**config.mk**
```make
export PLATFORM = sky130hd
export DESIGN_NAME = laser_packet_deframer
export DESIGN_NICKNAME = d
export VERILOG_FILES = /design/src/rtl/laser_packet_deframer.sv
export SDC_FILE = /design/constraint.sdc
export NUM_CORES = 1
export LEC_CHECK = 0
export BUFFER_PORTS_ARGS = -buffer_cell sky130_fd_sc_hd__buf_4
export CAP_MARGIN = 0
export CORE_MARGIN = 1.5
export CORE_UTILIZATION = 65
export DETAILED_ROUTE_END_ITERATION = 8
export PLACE_DENSITY = 0.81
export SLEW_MARGIN = 20
export SYNTH_ARGS = -nofsm -noshare
export SYNTH_HDL_FRONTEND = slang
export SYNTH_SLANG_ARGS = --single-unit
```
**constraint.sdc**
```tcl
create_clock -name clock -period 4 [get_ports clock]
set_input_delay 0.4 -clock clock [delete_from_list [all_inputs] [get_ports clock]]
set_output_delay 0.4 -clock clock [all_outputs]
set_load 0.01 [all_outputs]
```
**src/rtl/laser_packet_deframer.sv**
```systemverilog
// Receive-side packet deframer: hunts SYNC, buffers LEN payload bytes, verifies
// the XOR checksum and forwards good payloads to the FTDI write queue.
module laser_packet_deframer #(
   parameter int         MAX_LEN   = 16,
   parameter logic [7:0] SYNC_BYTE = 8'hA5,
   parameter int         TIMEOUT   = 1024
) (
   input  logic       clock,
   input  logic       reset,
   input  logic [7:0] data_in,
   input  logic       data_valid,
   input  logic       wrq_full,
   output logic       wrreq,
   output logic [7:0] data_wr,
   output logic       busy,
   output logic       pkt_done,
   output logic       csum_err,
   output logic       len_err,
   output logic       timeout_err,
   output logic       ovr_err,
   output logic [7:0] pkt_count
);

   // state     | meaning
   // S_IDLE    | hunting for SYNC_BYTE, other bytes ignored
   // S_LEN     | waiting for the length byte
   // S_PAYLOAD | capturing payload bytes into the buffer
   // S_CHECK   | waiting for the checksum byte
   // S_DRAIN   | writing buffered payload to the FTDI queue
   typedef enum logic [2:0] {
      S_IDLE,
      S_LEN,
      S_PAYLOAD,
      S_CHECK,
      S_DRAIN
   } state_t;

   localparam int          IW    = (MAX_LEN > 1) ? $clog2(MAX_LEN) : 1;
   localparam int          TW    = $clog2(TIMEOUT);
   localparam logic [TW-1:0] TLOAD = TW'(TIMEOUT - 1);
   localparam logic [7:0]  MAXL  = 8'(MAX_LEN);

   state_t          state_q, state_d;
   logic [IW-1:0]   idx_q, idx_d;
   logic [IW-1:0]   last_q, last_d;
   logic [7:0]      csum_q, csum_d;
   logic [TW-1:0]   tmr_q, tmr_d;
   logic [7:0]      cnt_q, cnt_d;
   logic            csum_err_q, csum_err_d;
   logic            len_err_q, len_err_d;
   logic            tmo_q, tmo_d;
   logic            ovr_q, ovr_d;
   logic            buf_we;
   logic            timed;
   logic [7:0]      pbuf_q [MAX_LEN];

   always_comb begin
      state_d    = state_q;
      idx_d      = idx_q;
      last_d     = last_q;
      csum_d     = csum_q;
      cnt_d      = cnt_q;
      tmr_d      = TLOAD;
      csum_err_d = 1'b0;
      len_err_d  = 1'b0;
      tmo_d      = 1'b0;
      ovr_d      = 1'b0;
      buf_we     = 1'b0;
      timed      = 1'b0;
      wrreq      = 1'b0;
      pkt_done   = 1'b0;
      data_wr    = 8'h00;

      case (state_q)
         S_IDLE: begin
            if (data_valid && data_in == SYNC_BYTE) state_d = S_LEN;
         end
         S_LEN: begin
            timed = 1'b1;
            if (data_valid) begin
               if (data_in == 8'h00 || data_in > MAXL) begin
                  len_err_d = 1'b1;
                  state_d   = S_IDLE;
               end else begin
                  last_d  = IW'(data_in - 8'd1);
                  csum_d  = data_in;
                  idx_d   = '0;
                  state_d = S_PAYLOAD;
               end
            end
         end
         S_PAYLOAD: begin
            timed = 1'b1;
            if (data_valid) begin
               buf_we = 1'b1;
               csum_d = csum_q ^ data_in;
               idx_d  = idx_q + IW'(1);
               if (idx_q == last_q) state_d = S_CHECK;
            end
         end
         S_CHECK: begin
            timed = 1'b1;
            if (data_valid) begin
               if (data_in == csum_q) begin
                  idx_d   = '0;
                  state_d = S_DRAIN;
               end else begin
                  csum_err_d = 1'b1;
                  state_d    = S_IDLE;
               end
            end
         end
         S_DRAIN: begin
            wrreq   = ~wrq_full;
            data_wr = pbuf_q[idx_q];
            ovr_d   = data_valid;
            if (!wrq_full) begin
               idx_d = idx_q + IW'(1);
               if (idx_q == last_q) begin
                  pkt_done = 1'b1;
                  cnt_d    = cnt_q + 8'd1;
                  state_d  = S_IDLE;
               end
            end
         end
         default: state_d = S_IDLE;
      endcase

      // down-counting gap timer; an arriving byte wins over expiry
      if (timed && !data_valid) begin
         if (tmr_q == '0) begin
            tmo_d   = 1'b1;
            state_d = S_IDLE;
         end else begin
            tmr_d = tmr_q - TW'(1);
         end
      end
      if (state_d != state_q) tmr_d = TLOAD;
   end

   always_ff @(posedge clock) begin
      if (!reset) begin
         state_q    <= S_IDLE;
         idx_q      <= '0;
         last_q     <= '0;
         csum_q     <= 8'h00;
         tmr_q      <= TLOAD;
         cnt_q      <= 8'h00;
         csum_err_q <= 1'b0;
         len_err_q  <= 1'b0;
         tmo_q      <= 1'b0;
         ovr_q      <= 1'b0;
      end else begin
         state_q    <= state_d;
         idx_q      <= idx_d;
         last_q     <= last_d;
         csum_q     <= csum_d;
         tmr_q      <= tmr_d;
         cnt_q      <= cnt_d;
         csum_err_q <= csum_err_d;
         len_err_q  <= len_err_d;
         tmo_q      <= tmo_d;
         ovr_q      <= ovr_d;
      end
   end

   always_ff @(posedge clock) begin
      if (buf_we) pbuf_q[idx_q] <= data_in;
   end

   assign busy        = (state_q != S_IDLE);
   assign csum_err    = csum_err_q;
   assign len_err     = len_err_q;
   assign timeout_err = tmo_q;
   assign ovr_err     = ovr_q;
   assign pkt_count   = cnt_q;

endmodule

```
==> results of run 1 <==
[worst max-delay path, cell delays in order, from the launching register on]
cell and delay (ns):
dfxtp_2 0.86, buf_4 0.32, mux4_2 0.53, mux4_2 0.47
nor2b_1 0.14, buf_4 0.15
[sequential cells by signal, summed over array words and instances, names as in the netlist, named ones only]
name and flops:
pbuf_q 128, len_err 1, pkt_count 8, timeout_err 1, csum_err 1, ovr_err 1, csum_q 8, tmr_q 10
state_q 3, last_q 4, idx_q 4
[kinds of logic after synthesis]
kind of cell               Yosys count  synth area share
AOI/OAI and AO/OA                   30            0.0266
xor gates and xnor gates            26            0.0312
adders and majority gates            8            0.0137
buffers and inverters               39            0.0264
DFF                                173             0.651
muxes                               45             0.130
and+or+nand+nor                    160             0.121
[cells in the final DEF (no fill, tap or decap), drive strengths merged, types with 3 or more instances in the layout]
cell type,n
mux4,40
dfxtp,45
o22ai,8
and2,16
nand3,21
or2,4
nand3b,3
nor4,4
ha,8
a21oi,7
buf,37
nor3,15
mux2i,5
bufinv,4
a211oi,4
xnor2,17
inv,16
nand2,37
nand2b,3
nor2b,12
o211ai,3
nor2,21
nand4,4
clkinv,6
and3,9
xor2,9
o21ai,3
edfxtp,128
clkbuf,17
[layout make-up]
| cell class | instances | share of cell area |
|---|---|---|
| multi-input combinational | 269 | 0.287 |
| tap | 140 | 0.0213 |
| sequential | 173 | 0.578 |
| clock buffer | 17 | 0.0505 |
| timing repair buffer | 37 | 0.0338 |
| inverter | 13 | 0.00595 |
| clock inverter | 15 | 0.0235 |
[Yosys cell counts (4+ instances only)]
cell type and number:
xnor2_1 17, nor2b_1 12, mux2i_1 5, a211oi_1 4, inv_1 13, and2_1 15
nor2_1 20, buf_6 5, nand3_1 21, nand2_1 37, o22ai_1 8, dfxtp_1 45
xor2_1 9, and3_1 9, clkbuf_1 10, mux4_2 40, buf_2 7, ha_1 8
buf_1 4, a21oi_1 7, nand4_1 4, edfxtp_1 128, nor3_1 13
[stage by stage]
stage | std cells | worst slack, ns | hold WS [ns] | util
2_1_floorplan | 481 | 1.86 | 0.385 | -
3_3_place_gp | 632 | 1.16 | 0.399 | 0.698
3_5_place_dp | 632 | 1.11 | 0.403 | 0.698
4_1_cts | 664 | 0.523 | 0.162 | 0.754
5_1_grt | 664 | 0.389 | 0.194 | 0.754
6_report | 664 | 0.594 | 0.186 | 0.754
[worst paths after layout]
check                             start                      to  slack [ns]  cells past startpoint
hold / removal               data_valid      ovr_err$_SDFF_PN0_        0.19                      3
setup / recovery               register              data_wr[2]        0.59                      5
hold reg to reg     tmr_q[0]$_SDFF_PP1_     tmr_q[0]$_SDFF_PP1_        0.42                      1
setup reg to reg  state_q[1]$_SDFF_PN0_  pbuf_q[9][1]$_DFFE_PP_        1.33                      5
[power by group through the flow]
| stage | clock network (W) | registers, W | logic (W) |
|---|---|---|---|
| 4_1_cts | 0.00171 | 0.00192 | 0.0000617 |
| 3_5_place_dp | 0 | 0.00196 | 0.0000615 |
| 6_report | 0.00169 | 0.00192 | 0.0000624 |
| 5_1_grt | 0.00178 | 0.00192 | 0.0000679 |
| 2_1_floorplan | 0 | 0.00196 | 0.0000220 |
| 3_3_place_gp | 0 | 0.00196 | 0.0000586 |
[routing by layer]
| layer | wire length [um] | up-vias |
|---|---|---|
| met2 | 7830 | 206 |
| met3 | 902 | 32 |
| met5 | 0 | - |
| met4 | 337 | 0 |
| li1 | - | 1880 |
| met1 | 6230 | 2149 |
==> flow_summary.toml, run 1 <==
[critical_path]
cp-start-kind = "register"
critPathRequiredTime_ns = 3.60
crit_path_end_kind = "output port"
critPathKind = "register to output port"
cp_max_fo = 22
critPathArrivalTime_ns = 3.01

[power]
ir_drop_v = 0.000277
p_switching_w = 0.000722
pwr-share-comb = 0.017
fin_total_pwr_w = 0.00367
power_frac_clock = 0.460
p_leak_nw = 2.73
power.share.sequential = 0.523
cellPowerDensity_nw_per_um2 = 448
switching_share = 0.197
internal_power_w = 0.00295

[timing]
hold_violations = 0
worst_pin_slew_ns = 0.843
slew_viol_final = 0
fmax_mhz = 294
setup_viol = 0
fin_skew_ns = 0.00855
maxSlewHeadroom = 0.433
period_share = 0.851
post-route-min-period_ns = 3.41
rsz0062_at_grt = "false"
tns_ns = 0

[die]
rows = 38
die_w_um = 109
initial_core_util = 0.670
die_h_um = 109
ios = 35
dieArea_sq_um = 11900
core_sq_um = 10900

[cts]
cts_resized = 0
cts_setup_buffers = 0
clk_latency_ns = 0.53
clock-sinks = 173
clock_path_buffers = 2
holdBufCountCts = 0
cts_buffers = 17
cts_max_level = 4
clock-root-buffer = "clkbuf_8"
cts_tree = "done"
clk_pin_slew_worst_paths_ns = 0.07

[layout]
multiInputGateArea_sq_um = 2350
drive_above_1_share = 0.225
area_delta_synth_final_pct = 12.6
seq_area_sq_um = 4750
fill_cells = 651
postLayoutCellArea_sq_um = 8210
fin_nets = 531
diodes = 0

[placement]
gp_congestion = 0.828
port_buffers = 34
placed_cell_area_sq_um = 7600
place_hpwl_um = 9350

[global_route]
track_usage = 0.281
grt_overflow = 0
grt_pass1_vias = 4144
use_met1 = 0.378
use_met2 = 0.450
grt_first_pass_wirelength_um = 23500
grt_use_met3 = 0.0735
antenna_found_initial = 0
grt.busiest_layer = "met2"
grt_max_degree = 33

[synthesis]
async_flop_share = 0
synthTopCellsByArea = "edfxtp_1 (53%), dfxtp_1 (12%), mux4_2 (12%), xnor2_1 (2.0%), nand2_1 (1.9%)"
syn-cell-area_sq_um = 7290
synth.top_cell.area_share = 0.527
postSynthCellCount = 481
synth_top_area_cell = "edfxtp_1"
synth-seq-cells = 173
syn-mean-instance-area_sq_um = 15.2
yosys_warnings = 0
synthDistinctLibCells = 47
ys_seq_area_frac = 0.651
synth.net_count = 501
synth_edf_count = 128
synthFlopType = "edfxtp_1"

[min_path]
hp-class = "primary input to register"

[drt]
routed-via-count = 4267
detail_route.wl_per_cell_um = 23.0
wirelength_um = 15300
viasPerCell = 6.43
drt_iter0_markers = 399
firstDrtPassIters = 5
antenna_left = 0
drc_errors = 0

[status]
outcome = "finished clean"

[run]
drv_cap = 0
(Power assumes the default switching activity.)
==> run 2, diff against run 1 <==
CORE_MARGIN = not set   (was 1.5)
==> flow_summary.toml, run 2 (synthesized netlist as in run 1, its figures left out) <==
[status]
outcome = "finished clean"

[die]
die_w_um = 108
ios = 35
initial_core_util = 0.670
core_sq_um = 10900
dieArea_sq_um = 11600
rows = 38
die_h_um = 108

[cts]
clk_latency_ns = 0.54
clock-root-buffer = "clkbuf_8"
cts_tree = "done"
cts_setup_buffers = 0
clock_path_buffers = 2
cts_resized = 0
cts_max_level = 4
clk_pin_slew_worst_paths_ns = 0.07
holdBufCountCts = 0
cts_buffers = 17
clock-sinks = 173

[global_route]
antenna_found_initial = 0
grt_max_degree = 25
grt_pass1_vias = 4154
grt_first_pass_wirelength_um = 23900
grt_overflow = 0
track_usage = 0.295

[layout]
fin_nets = 532
postLayoutCellArea_sq_um = 8210
final_common_cell = "edfxtp_1"
area_delta_synth_final_pct = 12.6
largest_register = "pbuf_q"
diodes = 0
reg_top3 = "pbuf_q x128, tmr_q x10"
largest_register_ffs = 128
instances_no_fill = 665
final_cell_mix = "edfxtp_1 (128), dfxtp_1 (44), mux4_2 (40)"
drive_above_1_share = 0.229

[min_path]
hp-class = "primary input to register"

[critical_path]
worst-path-buf-inv = 2
cp-start-kind = "register"
worstPathCellList = "buf_4 -> mux4_2 -> mux4_2 -> nor2b_1 -> buf_4"
critPathArrivalTime_ns = 2.96
critical-path-top-delay-family = "multiplexers"
critPathRequiredTime_ns = 3.60
cp_max_fo = 15
critPathKind = "register to output port"
slowest_delay_ns = 0.71
critPathSlowestCell = "dfxtp_2"
crit_path_end_kind = "output port"

[timing]
setup_viol = 0
fin_skew_ns = 0.00737
fmax_mhz = 298
worst_pin_slew_ns = 0.799
maxSlewHeadroom = 0.463
period_share = 0.839
hold_violations = 0
final.setup.worst_slack_ns = 0.643
slew_viol_final = 0
post-route-min-period_ns = 3.36
tns_ns = 0
rsz0062_at_grt = "false"

[power]
cellPowerDensity_nw_per_um2 = 446
ir_drop_v = 0.000376
fin_total_pwr_w = 0.00366
p_leak_nw = 2.73

[placement]
pre_cts_ws_ns = 1.15
placed_cell_area_sq_um = 7610
place_hpwl_um = 9770
post-place-cells = 633
gp_congestion = 0.847
port_buffers = 34

[drt]
antenna_left = 0
detail_route.wl_per_cell_um = 22.8
firstDrtPassIters = 7
drc_errors = 0
viasPerCell = 6.33
drt_iter0_markers = 399
wirelength_um = 15200
routed-via-count = 4207

[run]
drv_cap = 0
run 2: changes by cell type in the layout (fill, tap and decap cells not counted), sizes merged:
cell,before,now
bufinv,4,3
inv,16,19
clkinv,6,4
buf,37,38
run 2: area by class of cell:
class | count | area [sq um]
Clock buffer | 17 | 414
Clock inverter | 15 | 185
Fill cell | 642 | 2680
Inverter | 13 | 48.8
Multi-Input combinational cell | 269 | 2350
Sequential cell | 173 | 4750
Tap cell | 140 | 175
Timing Repair Buffer | 38 | 285
run 2: layer usage:
layer	track usage	part of all wire
met5	0	0
met3	0.0738	0.066
met4	0.0851	0.014
met1	0.384	0.40
met2	0.494	0.52
run 2: tightest hold or removal path, cell delays in order:
cell     delay (ns)
buf_4          0.17
nand2_1        0.07
nor2_1         0.03
run 2: metrics by stage:
stage               hold WS [ns]   util
finish                     0.174  0.754
global route               0.150  0.754
CTS                        0.153  0.754
detailed placement         0.414  0.699
global placement           0.402  0.699
floorplan                  0.385      -
run 2: where the power goes:
| group | switching (W) | internal, W | leakage, nW |
|---|---|---|---|
| clock | 0.000708 | 0.000964 | 0.291 |
| combinational | 0.0000466 | 0.0000161 | 0.929 |
| sequential | 0.0000000772 | 0.00192 | 1.51 |
| total | 0.000755 | 0.00290 | 2.73 |
run 2: worst paths after layout:
| path | startpoint | endpoint | cells after the start | slack, ns |
|---|---|---|---|---|
| worst max register to register | state_q[1]$_SDFF_PN0_ | pbuf_q[14][7]$_DFFE_PP_ | 5 | 1.41 |
| worst max-delay path | register | data_wr[6] | 5 | 0.64 |
| worst min register to register | tmr_q[0]$_SDFF_PP1_ | tmr_q[0]$_SDFF_PP1_ | 1 | 0.43 |
| worst min-delay path | data_valid | ovr_err$_SDFF_PN0_ | 3 | 0.17 |
